$ cat src/rtl/code_lock_pkg.sv
// Shared state encoding and keypad codes for the code lock.
package code_lock_pkg;

    typedef enum logic [2:0] {
        ST_IDLE    = 3'd0,
        ST_ENTRY   = 3'd1,
        ST_OPEN    = 3'd2,
        ST_SETPW   = 3'd3,
        ST_LOCKOUT = 3'd4
    } state_t;

    localparam logic [3:0] KEY_ENTER = 4'hA;
    localparam logic [3:0] KEY_BACK  = 4'hB;
    localparam logic [3:0] KEY_CLR   = 4'hC;
    localparam logic [3:0] KEY_SET   = 4'hD;

    function automatic logic is_digit(input logic [3:0] k);
        return (k <= 4'd9);
    endfunction

endpackage

$ cat src/rtl/code_lock_press_detect.sv
// Rising-edge detector on the keypad key-valid level; one pulse per key press.
module press_detect (
    input  logic CLK,
    input  logic rst,
    input  logic EN,
    output logic press
);

    logic en_q;
    logic en_d;

    always_comb begin
        en_d = EN;
    end

    // History resets high so a key already held at reset release is not a press.
    always_ff @(posedge CLK or posedge rst) begin
        if (rst) begin
            en_q <= 1'b1;
        end else begin
            en_q <= en_d;
        end
    end

    assign press = EN & ~en_q;

endmodule

$ cat src/rtl/code_lock.sv
// Keypad code lock: digit buffer, password compare, open/lockout timing.
//
// state   | meaning
// IDLE    | locked, buffer empty, waiting for first digit
// ENTRY   | collecting digits of a code attempt
// OPEN    | unlocked, inactivity timer running
// SETPW   | unlocked, collecting a new password, timer frozen
// LOCKOUT | alarm after too many wrong codes, all keys ignored
module code_lock
    import code_lock_pkg::*;
#(
    parameter logic [15:0] DEFAULT_CODE   = 16'h1234,
    parameter int unsigned OPEN_CYCLES    = 50_000_000,
    parameter int unsigned LOCKOUT_CYCLES = 150_000_000,
    parameter int unsigned MAX_ERR        = 3
) (
    input  logic        CLK,
    input  logic        rst,
    input  logic        EN,
    input  logic [3:0]  key_value,
    output logic        unlock,
    output logic        alarm,
    output logic [15:0] entry,
    output logic [2:0]  digit_cnt,
    output logic [1:0]  err_cnt,
    output logic [2:0]  state_view
);

    localparam int unsigned MAX_CYCLES = (OPEN_CYCLES > LOCKOUT_CYCLES) ? OPEN_CYCLES : LOCKOUT_CYCLES;
    localparam int TIMER_W = $clog2(MAX_CYCLES) + 1;
    localparam logic [TIMER_W-1:0] OPEN_LOAD    = TIMER_W'(OPEN_CYCLES);
    localparam logic [TIMER_W-1:0] LOCKOUT_LOAD = TIMER_W'(LOCKOUT_CYCLES);
    localparam logic [TIMER_W-1:0] TIMER_ONE    = TIMER_W'(1);

    state_t               state_q, state_d;
    logic [15:0]          entry_q, entry_d;
    logic [2:0]           dc_q, dc_d;
    logic [1:0]           err_q, err_d;
    logic [TIMER_W-1:0]   timer_q, timer_d;
    logic [15:0]          pw_q, pw_d;
    logic                 unlock_q, unlock_d;
    logic                 alarm_q, alarm_d;

    logic                 press;
    logic                 key_ev;
    logic                 key_digit;
    logic [15:0]          entry_push;
    logic [15:0]          entry_pop;
    logic [2:0]           err_inc;
    logic                 err_limit;

    press_detect u_press_detect (
        .CLK   (CLK),
        .rst   (rst),
        .EN    (EN),
        .press (press)
    );

    // E and F are unused codes and never count as key events.
    assign key_ev     = press && (key_value < 4'hE);
    assign key_digit  = is_digit(key_value);
    assign entry_push = {entry_q[11:0], key_value};
    assign entry_pop  = {4'h0, entry_q[15:4]};
    assign err_inc    = {1'b0, err_q} + 3'd1;
    assign err_limit  = (32'(err_inc) >= MAX_ERR);

    always_comb begin
        state_d = state_q;
        entry_d = entry_q;
        dc_d    = dc_q;
        err_d   = err_q;
        timer_d = timer_q;
        pw_d    = pw_q;

        case (state_q)
            ST_IDLE: begin
                if (key_ev && key_digit) begin
                    entry_d = entry_push;
                    dc_d    = dc_q + 3'd1;
                    state_d = ST_ENTRY;
                end
            end

            ST_ENTRY: begin
                if (key_ev) begin
                    if (key_digit) begin
                        if (dc_q < 3'd4) begin
                            entry_d = entry_push;
                            dc_d    = dc_q + 3'd1;
                        end
                    end else if (key_value == KEY_BACK) begin
                        if (dc_q <= 3'd1) begin
                            entry_d = 16'h0;
                            dc_d    = 3'd0;
                            state_d = ST_IDLE;
                        end else begin
                            entry_d = entry_pop;
                            dc_d    = dc_q - 3'd1;
                        end
                    end else if (key_value == KEY_CLR) begin
                        entry_d = 16'h0;
                        dc_d    = 3'd0;
                        state_d = ST_IDLE;
                    end else if (key_value == KEY_ENTER) begin
                        entry_d = 16'h0;
                        dc_d    = 3'd0;
                        if (dc_q == 3'd4 && entry_q == pw_q) begin
                            err_d   = 2'd0;
                            timer_d = OPEN_LOAD;
                            state_d = ST_OPEN;
                        end else begin
                            err_d = err_inc[1:0];
                            if (err_limit) begin
                                timer_d = LOCKOUT_LOAD;
                                state_d = ST_LOCKOUT;
                            end else begin
                                state_d = ST_IDLE;
                            end
                        end
                    end
                end
            end

            // Keys take priority over a timer expiring in the same cycle.
            ST_OPEN: begin
                if (key_ev && key_value == KEY_CLR) begin
                    timer_d = '0;
                    state_d = ST_IDLE;
                end else if (key_ev && key_value == KEY_SET) begin
                    state_d = ST_SETPW;
                end else if (timer_q <= TIMER_ONE) begin
                    timer_d = '0;
                    state_d = ST_IDLE;
                end else begin
                    timer_d = timer_q - TIMER_ONE;
                end
            end

            ST_SETPW: begin
                if (key_ev) begin
                    if (key_digit) begin
                        if (dc_q < 3'd4) begin
                            entry_d = entry_push;
                            dc_d    = dc_q + 3'd1;
                        end
                    end else if (key_value == KEY_BACK) begin
                        if (dc_q != 3'd0) begin
                            entry_d = entry_pop;
                            dc_d    = dc_q - 3'd1;
                        end
                    end else if (key_value == KEY_ENTER) begin
                        if (dc_q == 3'd4) begin
                            pw_d    = entry_q;
                            entry_d = 16'h0;
                            dc_d    = 3'd0;
                            timer_d = '0;
                            state_d = ST_IDLE;
                        end
                    end else if (key_value == KEY_CLR) begin
                        entry_d = 16'h0;
                        dc_d    = 3'd0;
                        timer_d = '0;
                        state_d = ST_IDLE;
                    end
                end
            end

            ST_LOCKOUT: begin
                if (timer_q <= TIMER_ONE) begin
                    timer_d = '0;
                    err_d   = 2'd0;
                    state_d = ST_IDLE;
                end else begin
                    timer_d = timer_q - TIMER_ONE;
                end
            end

            default: begin
                entry_d = 16'h0;
                dc_d    = 3'd0;
                timer_d = '0;
                state_d = ST_IDLE;
            end
        endcase

        // Indications follow the next state so they are registered and mutually exclusive.
        unlock_d = (state_d == ST_OPEN) || (state_d == ST_SETPW);
        alarm_d  = (state_d == ST_LOCKOUT);
    end

    always_ff @(posedge CLK or posedge rst) begin
        if (rst) begin
            state_q  <= ST_IDLE;
            entry_q  <= 16'h0;
            dc_q     <= 3'd0;
            err_q    <= 2'd0;
            timer_q  <= '0;
            pw_q     <= DEFAULT_CODE;
            unlock_q <= 1'b0;
            alarm_q  <= 1'b0;
        end else begin
            state_q  <= state_d;
            entry_q  <= entry_d;
            dc_q     <= dc_d;
            err_q    <= err_d;
            timer_q  <= timer_d;
            pw_q     <= pw_d;
            unlock_q <= unlock_d;
            alarm_q  <= alarm_d;
        end
    end

    assign unlock     = unlock_q;
    assign alarm      = alarm_q;
    assign entry      = entry_q;
    assign digit_cnt  = dc_q;
    assign err_cnt    = err_q;
    assign state_view = state_q;

endmodule
$ cat config.mk
export PLATFORM = sky130hd
export DESIGN_NAME = code_lock
export DESIGN_NICKNAME = d
export VERILOG_FILES = /design/src/rtl/code_lock_pkg.sv /design/src/rtl/code_lock_press_detect.sv /design/src/rtl/code_lock.sv
export SDC_FILE = /design/constraint.sdc
export NUM_CORES = 1
export LEC_CHECK = 0
export ABC_CLOCK_PERIOD_IN_PS = 2850
export CAP_MARGIN = 20
export CORE_MARGIN = 2
export CORE_UTILIZATION = 40
export DETAILED_ROUTE_END_ITERATION = 6
export DONT_BUFFER_PORTS = 1
export PLACE_DENSITY = 0.58
export SLEW_MARGIN = 20
export SYNTH_ARGS = -nofsm -noshare
export SYNTH_HDL_FRONTEND = slang
export SYNTH_SLANG_ARGS = --single-unit
$ cat constraint.sdc
create_clock -name CLK -period 2.85 [get_ports CLK]
set_input_delay 0.1425 -clock CLK [delete_from_list [all_inputs] [get_ports CLK]]
set_output_delay 0.1425 -clock CLK [all_outputs]
set_load 0.01 [all_outputs]
-- Word level (Yosys, flattened, before mapping)
Index checks and enable logic that the tools add are counted.
Widths: inputs -> output; s select.
- memories kept: 0
- ROM bits: 0
- register bits after elaboration: 72
- memory bits (writable): 0
- word-level logic and storage cells: 146
- bits of input ports: 7
- output and inout bits: 26
- bits in latches: 0
- mux-type cells: 76
- reductions and logical operators: 14
- shift operators: 0
- $lt $le $gt $ge: 6
- equality and inequality tests: 31
- bitwise gates (word level): 6
- multiply operators: 0
- add/subtract/negate cells: 4
- divide/modulo/power cells: 0
- operators with widths (kind ; count):
    $mux 29 ; 16
    $mux 16 ; 14
    $pmux 29 s5 ; 1
    $mux 3 ; 33
    $pmux 16 s4 ; 1
    $le 29x1->1 const B ; 1
    $sub 29x1->29 const B ; 1
    $ne 2x2->1 const B ; 10
    $eq 16x16->1 ; 1
    $eq 4x4->1 const B ; 4
    $ne 5x5->1 const B ; 3
    $pmux 3 s5 ; 1
    $mux 2 ; 7
    $reduce_and 13->1 ; 1
    $eq 3x2->1 const B ; 4
    $mux 12 ; 1
    $ne 3x3->1 const B ; 4
    $pmux 3 s4 ; 1
    $eq 3x3->1 const B ; 3
    $reduce_and 8->1 ; 1
    $reduce_and 7->1 ; 1
    $reduce_and 6->1 ; 1
    $logic_and 1x1->1 ; 5
    $not 1->1 ; 5
    17 further kinds ; 17

-- Depth between registers and ports, before layout
Gate-level depths: netlist of the first run.
- depth in word-level cells: 12
- mapped depth: 9
- gate-level depth less buffers: 8

-- Hierarchy
From an unflattened synthesis of the first run, not the netlist that was laid out.
- cell total of the unflattened synthesis: 509
- area, all modules: 4658.2 um2
- modules (own cells, without submodules) (module ; area an instance (um2) ; seq. area each (um2) ; times used ; cells an instance):
    code_lock ; 4614.4 ; 1783.0 ; 1 ; 506
    press_detect ; 43.8 ; 26.3 ; 1 ; 3

-- Least setup slack after synthesis of the first run
Ideal clock, no wire load.
- path type: register to register
- from: reg timer_q[22]
- to: reg timer_q[27]
- required time: 2721 ps
- library setup time: 129 ps
- arrival: 2093 ps
- slack: 628 ps
- cell stages (with the launch flop): 7
- period minus slack after synthesis: 2222 ps
- buffers on the path: 0
- cell sequence: dfrtp_1 > or4_4 > or4_4 > nor3_2 > mux2_1 > a22oi_1 > o2bb2ai_1
- longest elaborated chain between the ends: 5
- elaborated cells on any way between the ends: 6
- classes of those cells: 1 x add/sub; 1 x order compare; 4 x mux
- RTL lines (item ; RTL line ; RTL):
    start, declared ; code_lock.sv:39 ; logic [TIMER_W-1:0] timer_q, timer_d;
    start signal, assigned ; code_lock.sv:206 ; timer_q <= timer_d;
    $sub 29x1->29 or $le 29x1->1 (tied branches) ; -- ;
    $mux 29 * ; code_lock.sv:131, code_lock.sv:169 ;
    $mux 29 ; code_lock.sv:129 ; end else if (key_ev && key_value == KEY_SET) begin
    $mux 29 ; code_lock.sv:126 ; if (key_ev && key_value == KEY_CLR) begin
    $pmux 29 s5 * ; code_lock.sv:75 ; case (state_q)
Mark *: on every way between the ends. The rest lies on a longest branch, timed or not. The select of a mux whose other input is x is not followed.
A chain may end at the register's enable or synchronous reset.

-- Worst setup path after layout of the first run
- from: reg timer_q[1]
- to: reg timer_q[28]
The elaborated chain is that of the path after synthesis.

==> results of run 1 <==
-- flip-flops by register name, indices dropped and copies added (netlist names) --
name and count:
pw_q 16, unlock 1, timer_q 29, digit_cnt 3
u_press_detect.en_q 1, alarm 1, err_cnt 2, state_view 3
entry 16
-- cell usage in the layout (no fill, tap or decap), drive strengths merged, types with 7 or more instances in the layout --
cell,n
nor2,35
a31oi,12
inv,27
nand2,41
mux2i,13
xor2,17
mux2,17
o22ai,18
o21ai,31
a21oi,24
o31ai,13
nand4,7
nor4,10
buf,27
ha,9
nor3,13
a211oi,16
a22oi,17
clkbuf,14
dfrtp,66
nand3,16
-- logic make-up after synthesis --
family | after synthesis | synth area share
compound gates | 165 | 0.247
flops | 72 | 0.391
mux | 30 | 0.0694
buf+inv | 57 | 0.0527
fa+ha+maj | 9 | 0.0243
simple gates | 153 | 0.180
xor+xnor | 19 | 0.0359
-- worst paths after layout --
| path | from | end | slack (ps) | depth (start not counted) |
|---|---|---|---|---|
| worst max register to register | timer_q[1]$_DFFE_PP0P_ | timer_q[28]$_DFFE_PP0P_ | 300 | 7 |
| worst min register to register | pw_q[15]$_DFFE_PP0P_ | pw_q[15]$_DFFE_PP0P_ | 510 | 1 |
| worst min-delay path | key_value[3] | entry[3]$_DFFE_PP0P_ | 20 | 2 |
| min in group asynchronous | rst | entry[11]$_DFFE_PP0P_ | 180 | 2 |
| worst max-delay path | timer_q[1]$_DFFE_PP0P_ | timer_q[28]$_DFFE_PP0P_ | 300 | 7 |
| max in group asynchronous | rst | u_press_detect.en_q$_DFF_PP1_ | 2030 | 3 |
-- per-layer routing --
layer,vias up,wire length [um]
met1,1967,6080
li1,1919,-
met3,11,569
met5,-,0
met2,106,5620
met4,0,160
-- final cells by class --
cell class / instances / area (sq um)
Clock buffer: 14 / 274
Clock inverter: 2 / 60.1
Fill cell: 1093 / 6130
Inverter: 27 / 101
Multi-Input combinational cell: 376 / 2580
Sequential cell: 72 / 1810
Tap cell: 143 / 179
Timing Repair Buffer: 29 / 235
-- metrics by stage --
| step | std cells | total power [mW] | setup slack [ps] | instance area (sq um) | hold slack [ps] |
|---|---|---|---|---|---|
| global placement | 645 | 5.43 | 361 | 4890 | -58.5 |
| detailed placement | 645 | 5.48 | 270 | 4890 | -60.0 |
| CTS | 663 | 6.76 | 313 | 5240 | 7.20 |
| global route | 663 | 7.29 | 98.2 | 5240 | 29.4 |
| finish | 663 | 6.78 | 298 | 5240 | 20.4 |
| floorplan | 505 | 4.41 | 628 | 4630 | 147 |
-- repair_timing --
item | 4_1_cts | 5_1_grt
setup endpoints to repair | 0 | 0
endpoints found under the hold margin | 67 | 0
hold buffers | 2 | 0
-- power groups by stage --
| stage | clock (mW) | combinational, mW | sequential [mW] |
|---|---|---|---|
| 5_1_grt | 1.33 | 4.12 | 1.85 |
| 3_5_place_dp | 0 | 3.67 | 1.81 |
| 2_1_floorplan | 0 | 2.73 | 1.69 |
| 3_3_place_gp | 0 | 3.63 | 1.80 |
| 6_report | 1.26 | 3.72 | 1.80 |
| 4_1_cts | 1.29 | 3.69 | 1.79 |
-- worst max-delay path, stage by stage, from the launching register on --
cell	delay [ps]
dfrtp_1	430
inv_1	90
ha_1	190
o2111a_2	280
a21oi_2	840
nand3_1	190
buf_4	220
o31ai_1	220
==> flow_metrics.py, run 1 <==
metrics = {
    "outcome": {
        "status": "completed",
    },
    "global_routing": {
        "grt_use_met3": 0.0338,
        "grt.busiest_layer": "met2",
        "antenna_found_initial": 0,
        "grt_pass1_wl_um": 21300,
        "grt_usage": 0.212,
        "grtUsageMet2": 0.322,
        "grt_max_degree": 67,
        "grt_overflow_total": 0,
        "grt_pass1_vias": 4031,
        "met1_usage": 0.306,
    },
    "timing": {
        "hold_viol": 0,
        "finalCritPeriodShare": 0.896,
        "finalCriticalPeriod_ps": 2550,
        "grt_setup_unrepaired": "false",
        "relSlewSlack": 0.284,
        "setup_viol": 0,
        "fmax_mhz": 392,
        "fin_tns_setup_ps": 0,
        "worst_pin_slew_ps": 1070,
        "fin_skew_ps": 7.70,
        "drv_slew": 0,
    },
    "placed_design": {
        "dp_hpwl_um": 8670,
        "gp_congestion": 0.829,
        "numPortBuffers": 0,
    },
    "floorplan": {
        "row_count": 39,
        "dieArea_sq_mm": 0.0125,
        "initial_core_util": 0.407,
        "ios": 33,
        "fp.dieW_um": 112,
        "dieHeight_um": 112,
        "core_sq_mm": 0.0114,
    },
    "clock_network": {
        "clk_pin_slew_ps": 60,
        "post-cts-setup-buffers": 0,
        "cts_root_buf": "clkbuf_16",
        "cts_tree": "yes",
        "numCtsBuffers": 9,
        "clock_path_buffers": 2,
        "htree_levels": 3,
        "post_cts_resized": 0,
        "clk_latency_ps": 330,
        "clock_sinks": 72,
    },
    "worst_setup_path": {
        "path_max_fanout": 25,
        "cp_data_required_time_ps": 3090,
        "arrival_ps": 2790,
        "crit_type": "register to register",
        "cp-end-kind": "register",
        "worst_setup_path_start_kind": "register",
    },
    "logic_synthesis": {
        "synth_top_area_frac": 0.357,
        "yosysMostFrequentCell": "dfrtp_1",
        "ys_types": 71,
        "syn_area_sq_mm": 0.00463,
        "netlist_instances": 505,
        "ys_top_cells_by_area": "dfrtp_1 (36%), mux2_1 (4.1%), dfstp_2 (3.4%)",
        "yosysSeqAreaShare": 0.391,
        "async_reset_ff_frac": 1.00,
        "synth_edf_count": 0,
        "postSynthAreaPerCell_sq_um": 9.17,
        "synth_flop_cell": "dfrtp_1",
        "ys_top_cells_by_count": "dfrtp_1 (66), nand2_1 (39), nor2_1 (35), inv_1 (27), o21ai_1 (25)",
        "yosys.area.top_type": "dfrtp_1",
        "yosysWarnings": 0,
        "ys_seq_elements": 72,
        "synth_nets": 521,
    },
    "power_and_ir_drop": {
        "vdd.ir_drop.worst_mv": 0.569,
        "leakage_nw": 2.32,
        "intPower_mw": 3.56,
        "p_clk_frac": 0.186,
        "p_comb_frac": 0.549,
        "p_switching_mw": 3.22,
        "power.density_mw_per_mm2": 1290,
        "switching_share": 0.475,
        "seqPwrFrac": 0.265,
    },
    "route": {
        "drcViolationCount": 0,
        "vias_per_cell": 6.04,
        "vias": 4003,
        "first_pass_iters": 5,
        "routed_wl_um": 12400,
        "routedWlPerCell_um": 18.7,
        "ant_nets": 0,
        "drtIter0Drc": 268,
    },
    "hold_path": {
        "min_path_type": "input pin to register",
    },
    "cells_and_area": {
        "final_util": 0.461,
        "areaGrowthSynthToFinish_pct": 13.2,
        "nNetsFinal": 531,
        "diodes": 0,
        "layout-drive-gt1-share": 0.137,
    },
    "run": {
        "drv_cap": 0,
    },
}
No activity file was read; power rests on OpenSTA's default activity.
==> run 2, diff against run 1 <==
--- a/config.mk
+++ b/config.mk
@@ -6,8 +6,6 @@
 export NUM_CORES = 1
 export LEC_CHECK = 0
 export ABC_CLOCK_PERIOD_IN_PS = 2850
-export CAP_MARGIN = 20
-export CORE_MARGIN = 2
 export CORE_UTILIZATION = 40
 export DETAILED_ROUTE_END_ITERATION = 6
 export DONT_BUFFER_PORTS = 1
==> run 2 against run 1 <==
- the run now ends with hold timing left
- die area is 3.6% lower
- combinational power is 4% higher
- wire length up 1.3%
- critical path type unchanged
- highest routed layer unchanged
- power down 0.11%
==> flow_metrics.py, run 2 (synthesis gave the netlist of run 1 again) <==
metrics = {
    "cells_and_area": {
        "most-common-layout-cells": "dfrtp_1 (66), nand2_1 (39), nor2_1 (35)",
        "final_common_cell": "dfrtp_1",
        "largest-register": "timer_q",
        "nNetsFinal": 535,
        "largest_reg_flops": 29,
        "fillCellCount": 1076,
        "layout-drive-gt1-share": 0.147,
        "diodes": 0,
        "areaGrowthSynthToFinish_pct": 12.6,
    },
    "worst_setup_path": {
        "worst_setup_path_start_kind": "register",
        "path_max_fanout": 16,
        "cp_data_required_time_ps": 3110,
        "crit_type": "register to register",
        "arrival_ps": 2820,
        "cp-end-kind": "register",
        "reg2reg_depth": 9,
    },
    "clock_network": {
        "cts_root_buf": "clkbuf_16",
        "cts_tree": "yes",
        "numCtsBuffers": 9,
        "clk_latency_ps": 350,
        "post_cts_resized": 0,
        "htree_levels": 3,
        "clock_sinks": 72,
        "clock_path_buffers": 2,
        "clk_pin_slew_ps": 70,
    },
    "floorplan": {
        "fp.dieW_um": 110,
        "dieArea_sq_mm": 0.0120,
        "core_sq_mm": 0.0111,
        "dieHeight_um": 110,
        "initial_core_util": 0.418,
        "ios": 33,
        "row_count": 38,
    },
    "timing": {
        "relSlewSlack": 0.374,
        "drv_slew": 0,
        "fin_skew_ps": 11.7,
        "grt_setup_unrepaired": "false",
        "fmax_mhz": 391,
        "finalCritPeriodShare": 0.897,
        "worst_pin_slew_ps": 940,
        "hold_viol": 42,
        "setup_viol": 0,
        "finalCriticalPeriod_ps": 2560,
        "fin_tns_setup_ps": 0,
        "holdWs_ps": -40.8,
        "finalWorstSetupSlack_ps": 293,
    },
    "power_and_ir_drop": {
        "vdd.ir_drop.worst_mv": 0.570,
        "power.density_mw_per_mm2": 1300,
        "p_total_mw": 6.77,
        "leakage_nw": 2.31,
    },
    "route": {
        "ant_nets": 0,
        "vias": 4046,
        "routed_wl_um": 12600,
        "drtIter0Drc": 323,
        "vias_per_cell": 6.09,
        "routedWlPerCell_um": 19.0,
        "first_pass_iters": 6,
        "drcViolationCount": 0,
    },
    "global_routing": {
        "grt_pass1_vias": 3877,
        "met1_usage": 0.328,
        "grt_use_met3": 0.0403,
        "grt_pass1_wl_um": 20700,
        "grt_overflow_total": 0,
        "grt_usage": 0.229,
        "grtUsageMet2": 0.340,
        "grt.busiest_layer": "met2",
        "grt_max_degree": 73,
        "antenna_found_initial": 0,
    },
    "placed_design": {
        "numPortBuffers": 0,
        "gp_congestion": 0.818,
        "post-place-ws_ps": 283,
        "dp_hpwl_um": 8570,
    },
    "outcome": {
        "violations": "hold timing",
        "status": "finished with violations",
    },
    "run": {
        "drv_cap": 0,
    },
    "hold_path": {
        "min_path_type": "input pin to async pin",
    },
}
run 2: cell types whose count changed in the layout (fill, tap and decap cells not counted), sizes merged:
cell / delta
buf: +4
bufinv: -2
clkbuf: -5
clkinvlp: +3
inv: +4
run 2: layer usage:
layer	vias to the layer above	routed length, um
li1	1913	-
met1	1992	6100
met2	124	5550
met3	17	723
met4	0	229
met5	-	0
run 2: final timing paths:
kind / slack [ps] / start / endpoint
max in group asynchronous: 2270 / rst / timer_q[11]$_DFFE_PP0P_
min: -40 / rst / pw_q[15]$_DFFE_PP0P_
min reg2reg: 510 / pw_q[8]$_DFFE_PP0P_ / pw_q[8]$_DFFE_PP0P_
max reg2reg: 290 / digit_cnt[0]$_DFFE_PP0P_ / timer_q[18]$_DFFE_PP0P_
min in group CLK: 10 / key_value[2] / entry[2]$_DFFE_PP0P_
max: 290 / digit_cnt[0]$_DFFE_PP0P_ / timer_q[18]$_DFFE_PP0P_
run 2: layout make-up:
cell class | instances | area, sq um | area share
sequential | 72 | 1810 | 0.347
timing repair buffer | 33 | 253 | 0.0485
multi-input combinational | 376 | 2590 | 0.497
inverter | 27 | 101 | 0.0194
clock inverter | 7 | 62.6 | 0.0120
clock buffer | 9 | 225 | 0.0432
tap | 140 | 175 | 0.0336
run 2: power by group:
group	internal [mW]	leakage [nW]	total (mW)	switching, mW
sequential	1.31	0.956	1.76	0.456
clock	0.608	0.133	1.13	0.518
combinational	1.49	1.22	3.88	2.40
run 2: stage by stage:
stage          area [sq um]  instances  utilization
2_1_floorplan          4630        505            -
3_3_place_gp           4900        646        0.442
3_5_place_dp           4900        646        0.442
4_1_cts                5210        664        0.470
5_1_grt                5220        664        0.471
6_report               5220        664        0.471
run 2: critical path: stages (launching register included):
cell and delay [ps]:
dfrtp_1 480, inv_1 140, ha_1 230, nand2_1 150
nor2_1 90, and2_1 180, a2111oi_4 570, buf_4 330
a211oi_1 80, o22ai_1 200
run 2: timing repair:
item                                   in CTS  in global routing
setup endpoints to repair                   0                  0
endpoints found under the hold margin       2                  0
hold buffers                                2                  0
buffers inserted                            0                  0
